--- src/rtl/pe_ctrl_pkg.sv ---
// ----------------------------------------------------------------------------
// pe_ctrl_pkg: shared state encoding and default widths for the PE row control.
// Rev 1.0
// ----------------------------------------------------------------------------
`default_nettype none

package pe_ctrl_pkg;

  localparam int DEF_MAX_CONFIG_WIDTH = 5;
  localparam int DEF_OUT_WIDTH        = 6;
  localparam int DEF_IF_ADDR_WIDTH    = 7;

  typedef enum logic [1:0] {
    IDLE = 2'd0,
    MAC  = 2'd1,
    OUT  = 2'd2,
    DONE = 2'd3
  } pe_state_e;

  localparam logic [1:0] ST_IDLE = IDLE;
  localparam logic [1:0] ST_MAC  = MAC;
  localparam logic [1:0] ST_OUT  = OUT;
  localparam logic [1:0] ST_DONE = DONE;

endpackage

`default_nettype wire

--- src/rtl/pe_tap_counter.sv ---
// ----------------------------------------------------------------------------
// pe_tap_counter: wrap-at-limit counter with synchronous clear; last flags count==limit.
// Rev 1.0
// ----------------------------------------------------------------------------
`default_nettype none

module pe_tap_counter
  import pe_ctrl_pkg::*;
#(
  parameter int WIDTH = DEF_MAX_CONFIG_WIDTH
) (
  input  logic             clk,
  input  logic             rstn,
  input  logic             clear,
  input  logic             inc,
  input  logic [WIDTH-1:0] limit,
  output logic [WIDTH-1:0] count,
  output logic             last
);

  logic [WIDTH-1:0] count_q;
  logic [WIDTH-1:0] count_d;

  assign last  = (count_q == limit);
  assign count = count_q;

  always_comb begin
    count_d = count_q;
    if (clear) begin
      count_d = '0;
    end else if (inc) begin
      count_d = last ? '0 : count_q + WIDTH'(1);
    end
  end

  always_ff @(posedge clk) begin
    if (!rstn) begin
      count_q <= '0;
    end else begin
      count_q <= count_d;
    end
  end

endmodule

`default_nettype wire

--- src/rtl/pe_row_conv_ctrl.sv ---
// ----------------------------------------------------------------------------
// pe_row_conv_ctrl: sequences spad addresses / MAC enable for a 1-D row convolution.
// Optional macro PE_CTRL_STALL_EN adds the mac_stall input.   Rev 1.0
// ----------------------------------------------------------------------------
`default_nettype none

module pe_row_conv_ctrl
  import pe_ctrl_pkg::*;
#(
  parameter int MAX_CONFIG_WIDTH = DEF_MAX_CONFIG_WIDTH,
  parameter int OUT_WIDTH        = DEF_OUT_WIDTH,
  parameter int IF_ADDR_WIDTH    = DEF_IF_ADDR_WIDTH
) (
  input  logic                        clk,
  input  logic                        rstn,
  input  logic                        start,
  input  logic                        clear,
  input  logic [MAX_CONFIG_WIDTH-1:0] filter_size,
  input  logic [OUT_WIDTH-1:0]        num_outputs,
  input  logic                        psum_ready,
`ifdef PE_CTRL_STALL_EN
  input  logic                        mac_stall,
`endif
  output logic [MAX_CONFIG_WIDTH-1:0] filt_addr,
  output logic [IF_ADDR_WIDTH-1:0]    ifmap_addr,
  output logic                        mac_en,
  output logic                        acc_first,
  output logic                        psum_valid,
  output logic                        busy,
  output logic                        done,
  output logic                        cfg_err
);

  logic [1:0]                  state_q, state_d;
  logic [MAX_CONFIG_WIDTH-1:0] cfg_filter_size_q, cfg_filter_size_d;
  logic [OUT_WIDTH-1:0]        cfg_num_outputs_q, cfg_num_outputs_d;
  logic                        cfg_err_q, cfg_err_d;

  logic [MAX_CONFIG_WIDTH-1:0] tap;
  logic [OUT_WIDTH-1:0]        out_idx;
  logic                        tap_last;
  logic                        out_last;
  logic                        stall;

`ifdef PE_CTRL_STALL_EN
  assign stall = mac_stall;
`else
  assign stall = 1'b0;
`endif

  wire in_idle = (state_q == ST_IDLE);
  wire in_mac  = (state_q == ST_MAC);
  wire in_out  = (state_q == ST_OUT);
  wire in_done = (state_q == ST_DONE);

  // Tap restarts at 0 whenever the MAC phase is (re)entered.
  pe_tap_counter #(.WIDTH(MAX_CONFIG_WIDTH)) u_tap_cnt (
    .clk   (clk),
    .rstn  (rstn),
    .clear (clear || !in_mac),
    .inc   (in_mac && !stall),
    .limit (cfg_filter_size_q - MAX_CONFIG_WIDTH'(1)),
    .count (tap),
    .last  (tap_last)
  );

  pe_tap_counter #(.WIDTH(OUT_WIDTH)) u_out_cnt (
    .clk   (clk),
    .rstn  (rstn),
    .clear (clear || in_idle || in_done),
    .inc   (in_out && psum_ready),
    .limit (cfg_num_outputs_q - OUT_WIDTH'(1)),
    .count (out_idx),
    .last  (out_last)
  );

  always_comb begin
    state_d           = state_q;
    cfg_filter_size_d = cfg_filter_size_q;
    cfg_num_outputs_d = cfg_num_outputs_q;
    cfg_err_d         = 1'b0;
    case (state_q)
      ST_IDLE: begin
        if (start) begin
          if ((filter_size != '0) && (num_outputs != '0)) begin
            cfg_filter_size_d = filter_size;
            cfg_num_outputs_d = num_outputs;
            state_d           = ST_MAC;
          end else begin
            cfg_err_d = 1'b1;
          end
        end
      end
      ST_MAC: begin
        if (!stall && tap_last) begin
          state_d = ST_OUT;
        end
      end
      ST_OUT: begin
        if (psum_ready) begin
          state_d = out_last ? ST_DONE : ST_MAC;
        end
      end
      ST_DONE: state_d = ST_IDLE;
      default: state_d = ST_IDLE;
    endcase
    if (clear) begin
      state_d   = ST_IDLE;
      cfg_err_d = 1'b0;
    end
  end

  always_ff @(posedge clk) begin
    if (!rstn) begin
      state_q           <= ST_IDLE;
      cfg_filter_size_q <= '0;
      cfg_num_outputs_q <= '0;
      cfg_err_q         <= 1'b0;
    end else begin
      state_q           <= state_d;
      cfg_filter_size_q <= cfg_filter_size_d;
      cfg_num_outputs_q <= cfg_num_outputs_d;
      cfg_err_q         <= cfg_err_d;
    end
  end

  // Address width is at least one bit wider than either operand, so the sum cannot wrap.
  assign filt_addr  = tap;
  assign ifmap_addr = IF_ADDR_WIDTH'(out_idx) + IF_ADDR_WIDTH'(tap);
  assign mac_en     = in_mac && !stall;
  assign acc_first  = in_mac && !stall && (tap == '0);
  assign psum_valid = in_out;
  assign busy       = !in_idle;
  assign done       = in_done;
  assign cfg_err    = cfg_err_q;

endmodule

`default_nettype wire

--- config.mk ---
export PLATFORM = sky130hd
export DESIGN_NAME = pe_row_conv_ctrl
export DESIGN_NICKNAME = d
export VERILOG_FILES = /design/src/rtl/pe_ctrl_pkg.sv /design/src/rtl/pe_tap_counter.sv /design/src/rtl/pe_row_conv_ctrl.sv
export SDC_FILE = /design/constraint.sdc
export NUM_CORES = 1
export LEC_CHECK = 0
export BUFFER_PORTS_ARGS = -buffer_cell sky130_fd_sc_hd__buf_2
export CELL_PAD_IN_SITES_DETAIL_PLACEMENT = 0
export CELL_PAD_IN_SITES_GLOBAL_PLACEMENT = 1
export CORE_MARGIN = 2
export CORE_UTILIZATION = 41
export CTS_CLUSTER_SIZE = 28
export DETAILED_ROUTE_END_ITERATION = 10
export PLACE_DENSITY_LB_ADDON = 0.1
export SYNTH_ARGS = -nofsm -noshare
export SYNTH_HDL_FRONTEND = slang
export SYNTH_SLANG_ARGS = --single-unit
--- constraint.sdc ---
create_clock -name clk -period 2.2 [get_ports clk]
set_input_delay 0.33 -clock clk [delete_from_list [all_inputs] [get_ports clk]]
set_output_delay 0.33 -clock clk [all_outputs]
set_load 0.01 [all_outputs]
Word-level counts from Yosys, hierarchy flattened
Index checks and enable logic that the tools add are counted.
{"block": "word_totals", "reg_bits": 25, "latchBits": 0, "ram_bits": 0, "romBits": 0, "inputBits": 16, "out_inout_bits": 18, "word_cells": 50, "memories": 0}
{"block": "classes", "add_sub_neg": 5, "multipliers": 0, "div": 0, "magnitude_cmp": 0, "eq_ne": 9, "shifts": 0, "muxes": 9, "n_bitwise": 3, "reduce_logical": 18}
{"op": "2-to-1 mux 2 bit", "n": 5}
{"op": "case mux 2 bit (4 select lines)", "n": 1}
{"op": "adder 6 x 5 -> 7 bit", "n": 1}
{"op": "adder 6 x 1 -> 6 bit (second input constant)", "n": 1}
{"op": "equality test 6 bit", "n": 1}
{"op": "2-to-1 mux 6 bit", "n": 1}
{"op": "nonzero test 6 bit", "n": 1}
{"op": "OR reduction 2 bit", "n": 3}
{"op": "subtractor 6 x 1 -> 6 bit (second input constant)", "n": 1}
{"op": "adder 5 x 1 -> 5 bit (second input constant)", "n": 1}
{"op": "equality test 5 bit", "n": 1}
{"op": "logical NOT 5 bit", "n": 1}
{"op": "2-to-1 mux 5 bit", "n": 1}
{"op": "nonzero test 5 bit", "n": 1}
{"op": "subtractor 5 x 1 -> 5 bit (second input constant)", "n": 1}
{"op": "equality test 2 bit (second input constant)", "n": 2}
{"op": "inequality test 2 x 1 -> 1 bit (second input constant)", "n": 2}
{"op": "inequality test 2 bit (second input constant)", "n": 2}
{"op": "AND reduction 4 bit", "n": 1}
{"op": "OR reduction 4 bit", "n": 1}
{"op": "logical AND 1 bit", "n": 3}
{"op": "logical OR 1 bit", "n": 3}
{"op": "inverter 1 bit", "n": 3}
{"op": "AND reduction 3 bit", "n": 1}
{"op": "4 further kinds", "n": 5}

Longest topological paths before layout
{"block": "logic_depth", "word_depth": 5, "depth_mapped": 8, "mapped_depth_nobuf": 8}

By module
A second synthesis with hierarchy kept.
{"block": "hier_totals", "hier_cells": 186, "area_unflattened_um2": 1611.5}
{"module": "pe_row_conv_ctrl", "instances": 1, "cells_each": 119, "area_each_um2": 978.4, "seq_area_each_um2": 280.3}
{"module": "pe_tap_counter at u_out_cnt", "instances": 1, "cells_each": 37, "area_each_um2": 326.6, "seq_area_each_um2": 120.1}
{"module": "pe_tap_counter at u_tap_cnt", "instances": 1, "cells_each": 30, "area_each_um2": 306.5, "seq_area_each_um2": 100.1}

Worst setup path before layout
Ideal clock, no wire load.
{"block": "synth_path", "path_kind": "reg2out", "from": "register u_tap_cnt.count_q[0], in the netlist u_tap_cnt.count[0]", "to": "output port ifmap_addr[6]", "t_arrival_ps": 1663, "t_required_ps": 1870, "slack_ps": 207, "stages_incl_launch_ff": 9, "n_path_buf": 0, "path_cell_list": "dfxtp_1 -> ha_1 -> inv_1 -> fa_1 -> inv_1 -> a21oi_1 -> o21bai_1 -> a21oi_1 -> nor2b_1"}
{"block": "synth_via", "elab_chain_cells": 1}
{"element": "start, declared", "line": "pe_tap_counter.sv:21", "rtl": "logic [WIDTH-1:0] count_q;"}
{"element": "start signal, assigned", "line": "pe_tap_counter.sv:40", "rtl": "count_q <= count_d;"}
{"element": "adder 6 x 5 -> 7 bit", "line": "pe_row_conv_ctrl.sv:129", "rtl": "assign ifmap_addr = IF_ADDR_WIDTH'(out_idx) + IF_ADDR_WIDTH'(tap);"}
{"element": "end, declared", "line": "pe_row_conv_ctrl.sv:25", "rtl": "output logic [IF_ADDR_WIDTH-1:0] ifmap_addr,"}
No other way between the ends.

Worst setup path in the final report
{"block": "layout_path", "from": "register u_out_cnt.count_q[0], in the netlist u_out_cnt.count[0]", "to": "output port ifmap_addr[6]"}
{"block": "layout_via", "elab_chain_cells": 1}
{"element": "start, declared", "line": "pe_tap_counter.sv:21"}
{"element": "start signal, assigned", "line": "pe_tap_counter.sv:40"}
{"element": "adder 6 x 5 -> 7 bit", "line": "pe_row_conv_ctrl.sv:129"}
No other way between the ends.

==> reports/qor.yml <==
dr.first_iter.drc_count: 69
die_area_sq_um: 4587
setup-violations-final: 0
layout-drive-gt1-share_pct: 27.31
clock_latency_ns: 0.27
placedCellCount: 272
antenna_found_initial: 0
worstHoldEndpoint: "cfg_err"
maxSlewHeadroom_pct: 64.49
use_met1_pct: 23.80
antennaDiodeCount: 0
grt_pass1_vias: 1414
cts.sinks: 25
hold_buffers: 0
crit_type: "reg2out"
syn_area_sq_um: 1665
p_leak_nw: 0.9126
syn_area_per_cell_sq_um: 8.953
final_cells: 277
min_path_type: "in2reg"
path_clk_slew_ns: 0.09
skew_ns: 0.005118
grt-ovfl-total: 0
worst_pin_slew_ns: 0.5326
rsz0062_at_grt: "yes"
final_nets: 255
clock_path_buffers: 2
fill_cells: 381
reg2reg_depth: 6
maxCapViolations: 0
max_freq_mhz: 475.9
synthCells: 186
rr_endpoint: "state_q[0]"
hold_path_depth: 3
die_h_microns: 67.73
synth-async-reset-ratio_pct: 0
postPlaceCellArea_sq_um: 1916
track_usage_pct: 18.01
grt_pass1_wl_microns: 6306
cts_buffers: 3
power_w: 0.0009198
dp_hpwl_microns: 2895
vdd_drop_max_mv: 0.2833
r2r_start: "cfg_filter_size_q[0]"
rows: 23
crit_start: "u_out_cnt.count[0]"
synth_edf_count: 0
busiest_layer: "met2"
cts_tree: "yes"
worstPathMaxFanout: 2
finalInstanceArea_sq_um: 2002
antenna_left: 0
grt_max_degree: 14
gr-usage-met2_pct: 29.78
cellPowerDensity_nw_per_um2: 459.4
worstSetupStartpointType: "flip-flop"
synthToLayoutAreaGrowth_pct: 20.21
cp.arrival_ns: 1.77
run_status: "complete, no violations"
ys_warn_count: 0
start_util_pct: 42.24
worstHoldStart: "start"
yosysSeqAreaShare_pct: 30.05
crit_required_ns: 1.87
core_area_sq_um: 3943
setup_tns_ns: 0
drc: 0
drt-total-wl_microns: 3590
gp_congestion: 0.8759
synth_cell_types: 44
htreeDepth: 1
avgViaCountPerCell: 5.249
io_pins: 34
endpoint_kind: "primary output"
vias: 1454
synthesis.nets: 213
synthFlopType: "dfxtp_1"
drv_slew: 0
finalHoldViolations: 0
root_buffer: "clkbuf_8"
r2r_slack_ns: 0.33
port_buffers: 33
grt_use_met3_pct: 2.833
wl_per_cell_microns: 12.96
min_period_ns: 2.101
die_w_microns: 67.73
firstDrtPassIters: 4
min_period_over_period_pct: 95.51
timing.hold.ws_ns: 0.3054
synth-seq-cells: 25
-- per-layer routing --
layer / vias up / share of wire (%)
li1: 740 / -
met1: 675 / 47
met2: 34 / 47
met3: 5 / 4.6
met4: 0 / 1.3
met5: - / 0
-- final cells by class --
| cell class | count | area, sq um | area share [%] |
|---|---|---|---|
| tap | 50 | 62.56 | 3.125 |
| sequential | 25 | 508.0 | 25.37 |
| inverter | 15 | 56.30 | 2.813 |
| multi-input combinational | 143 | 1112 | 55.56 |
| clock buffer | 4 | 45.04 | 2.250 |
| timing repair buffer | 40 | 217.7 | 10.88 |
-- cells in the mapped netlist, types with 2 or more instances --
library cell | instances | area [sq um]
dfxtp_1 | 25 | 500.5
nor2b_1 | 18 | 112.6
inv_1 | 15 | 56.30
xnor2_1 | 13 | 113.9
mux2i_1 | 11 | 110.1
ha_1 | 10 | 125.1
nand2_1 | 10 | 37.54
nor2_1 | 9 | 33.78
nor3_1 | 9 | 45.04
a21oi_1 | 7 | 35.03
xor2_1 | 6 | 52.55
nand3_1 | 5 | 25.02
o21ai_0 | 5 | 25.02
nand4_1 | 3 | 18.77
o21bai_1 | 3 | 22.52
o311ai_0 | 3 | 26.28
and2_1 | 2 | 12.51
and3b_1 | 2 | 17.52
nor4_1 | 2 | 12.51
o2111ai_1 | 2 | 17.52
o211ai_1 | 2 | 15.01
o21a_1 | 2 | 15.01
-- flip-flops by register name (all words and copies together) (netlist names) --
| name | count |
|---|---|
| cfg_num_outputs_q | 6 |
| u_out_cnt.count | 6 |
| cfg_filter_size_q | 5 |
| u_tap_cnt.count | 5 |
| state_q | 2 |
| cfg_err | 1 |
-- logic make-up (layout without fill, tap and decap cells) --
kind of cell	count (synthesis)	in the layout	share of synthesized area [%]
and+or+nand+nor	70	70	24.49
muxes	11	11	6.612
buffers and inverters	18	59	4.733
adders and majority gates	11	11	8.715
xor gates and xnor gates	19	19	9.993
AOI/OAI and AO/OA	32	32	15.40
DFF	25	25	30.05
-- per-stage QoR --
step / setup WS [ns] / utilization, %
5_1_grt: -0.02580 / 50.78
2_1_floorplan: 0.2070 / -
4_1_cts: 0.01621 / 49.83
3_3_place_gp: 0.2986 / 48.59
6_report: 0.09888 / 50.78
3_5_place_dp: 0.2524 / 48.59
-- placed cells by master, fill, tap and decap left out, types with 3 or more instances in the layout --
master | netlist | routed
nand3_1 | 5 | 5
buf_2 | 0 | 33
ha_1 | 10 | 9
xor2_1 | 6 | 6
o21ai_0 | 5 | 5
a21oi_1 | 7 | 4
nor2b_1 | 18 | 18
inv_1 | 15 | 13
dfxtp_1 | 25 | 21
buf_4 | 1 | 7
nand4_1 | 3 | 3
mux2i_1 | 11 | 11
nor3_1 | 9 | 9
o311ai_0 | 3 | 3
clkbuf_8 | 0 | 3
o21bai_1 | 3 | 3
nor2_1 | 9 | 9
xnor2_1 | 13 | 13
dfxtp_2 | 0 | 3
a21oi_2 | 0 | 3
nand2_1 | 10 | 10
-- worst max-delay path, cell delays in order, from the launching register on --
cell	delay [ns]
dfxtp_2	0.36
ha_4	0.14
inv_2	0.03
fa_2	0.36
inv_2	0.06
a21oi_2	0.04
o21bai_1	0.19
a21oi_1	0.10
nor2b_1	0.11
buf_2	0.13
-- worst max-delay path by stage --
stage / endpoint / cells past startpoint / slack, ns
floorplan: ifmap_addr[6] / 8 / 0.21
detailed placement: ifmap_addr[6] / 8 / 0.25
CTS: ifmap_addr[5] / 7 / 0.02
finish: ifmap_addr[6] / 9 / 0.1
global placement: u_out_cnt.count[4] / 7 / 0.30
global route: ifmap_addr[6] / 9 / -0.03
-- power breakdown --
group | internal [W] | total (W) | leakage [nW] | switching, W
Clock | 0.000130 | 0.000275 | 0.0228 | 0.000145
Sequential | 0.000466 | 0.000484 | 0.206 | 0.0000178
Combinational | 0.0000769 | 0.000161 | 0.684 | 0.0000840
-- what timing repair did --
action	in CTS	in global routing
gates resized for setup	2	11
pin swaps	1	6
hold endpoints to repair	0	0
endpoints found under the setup margin	3	3
buffers inserted	0	1
Note: power is estimated with default switching activity, not from simulation.
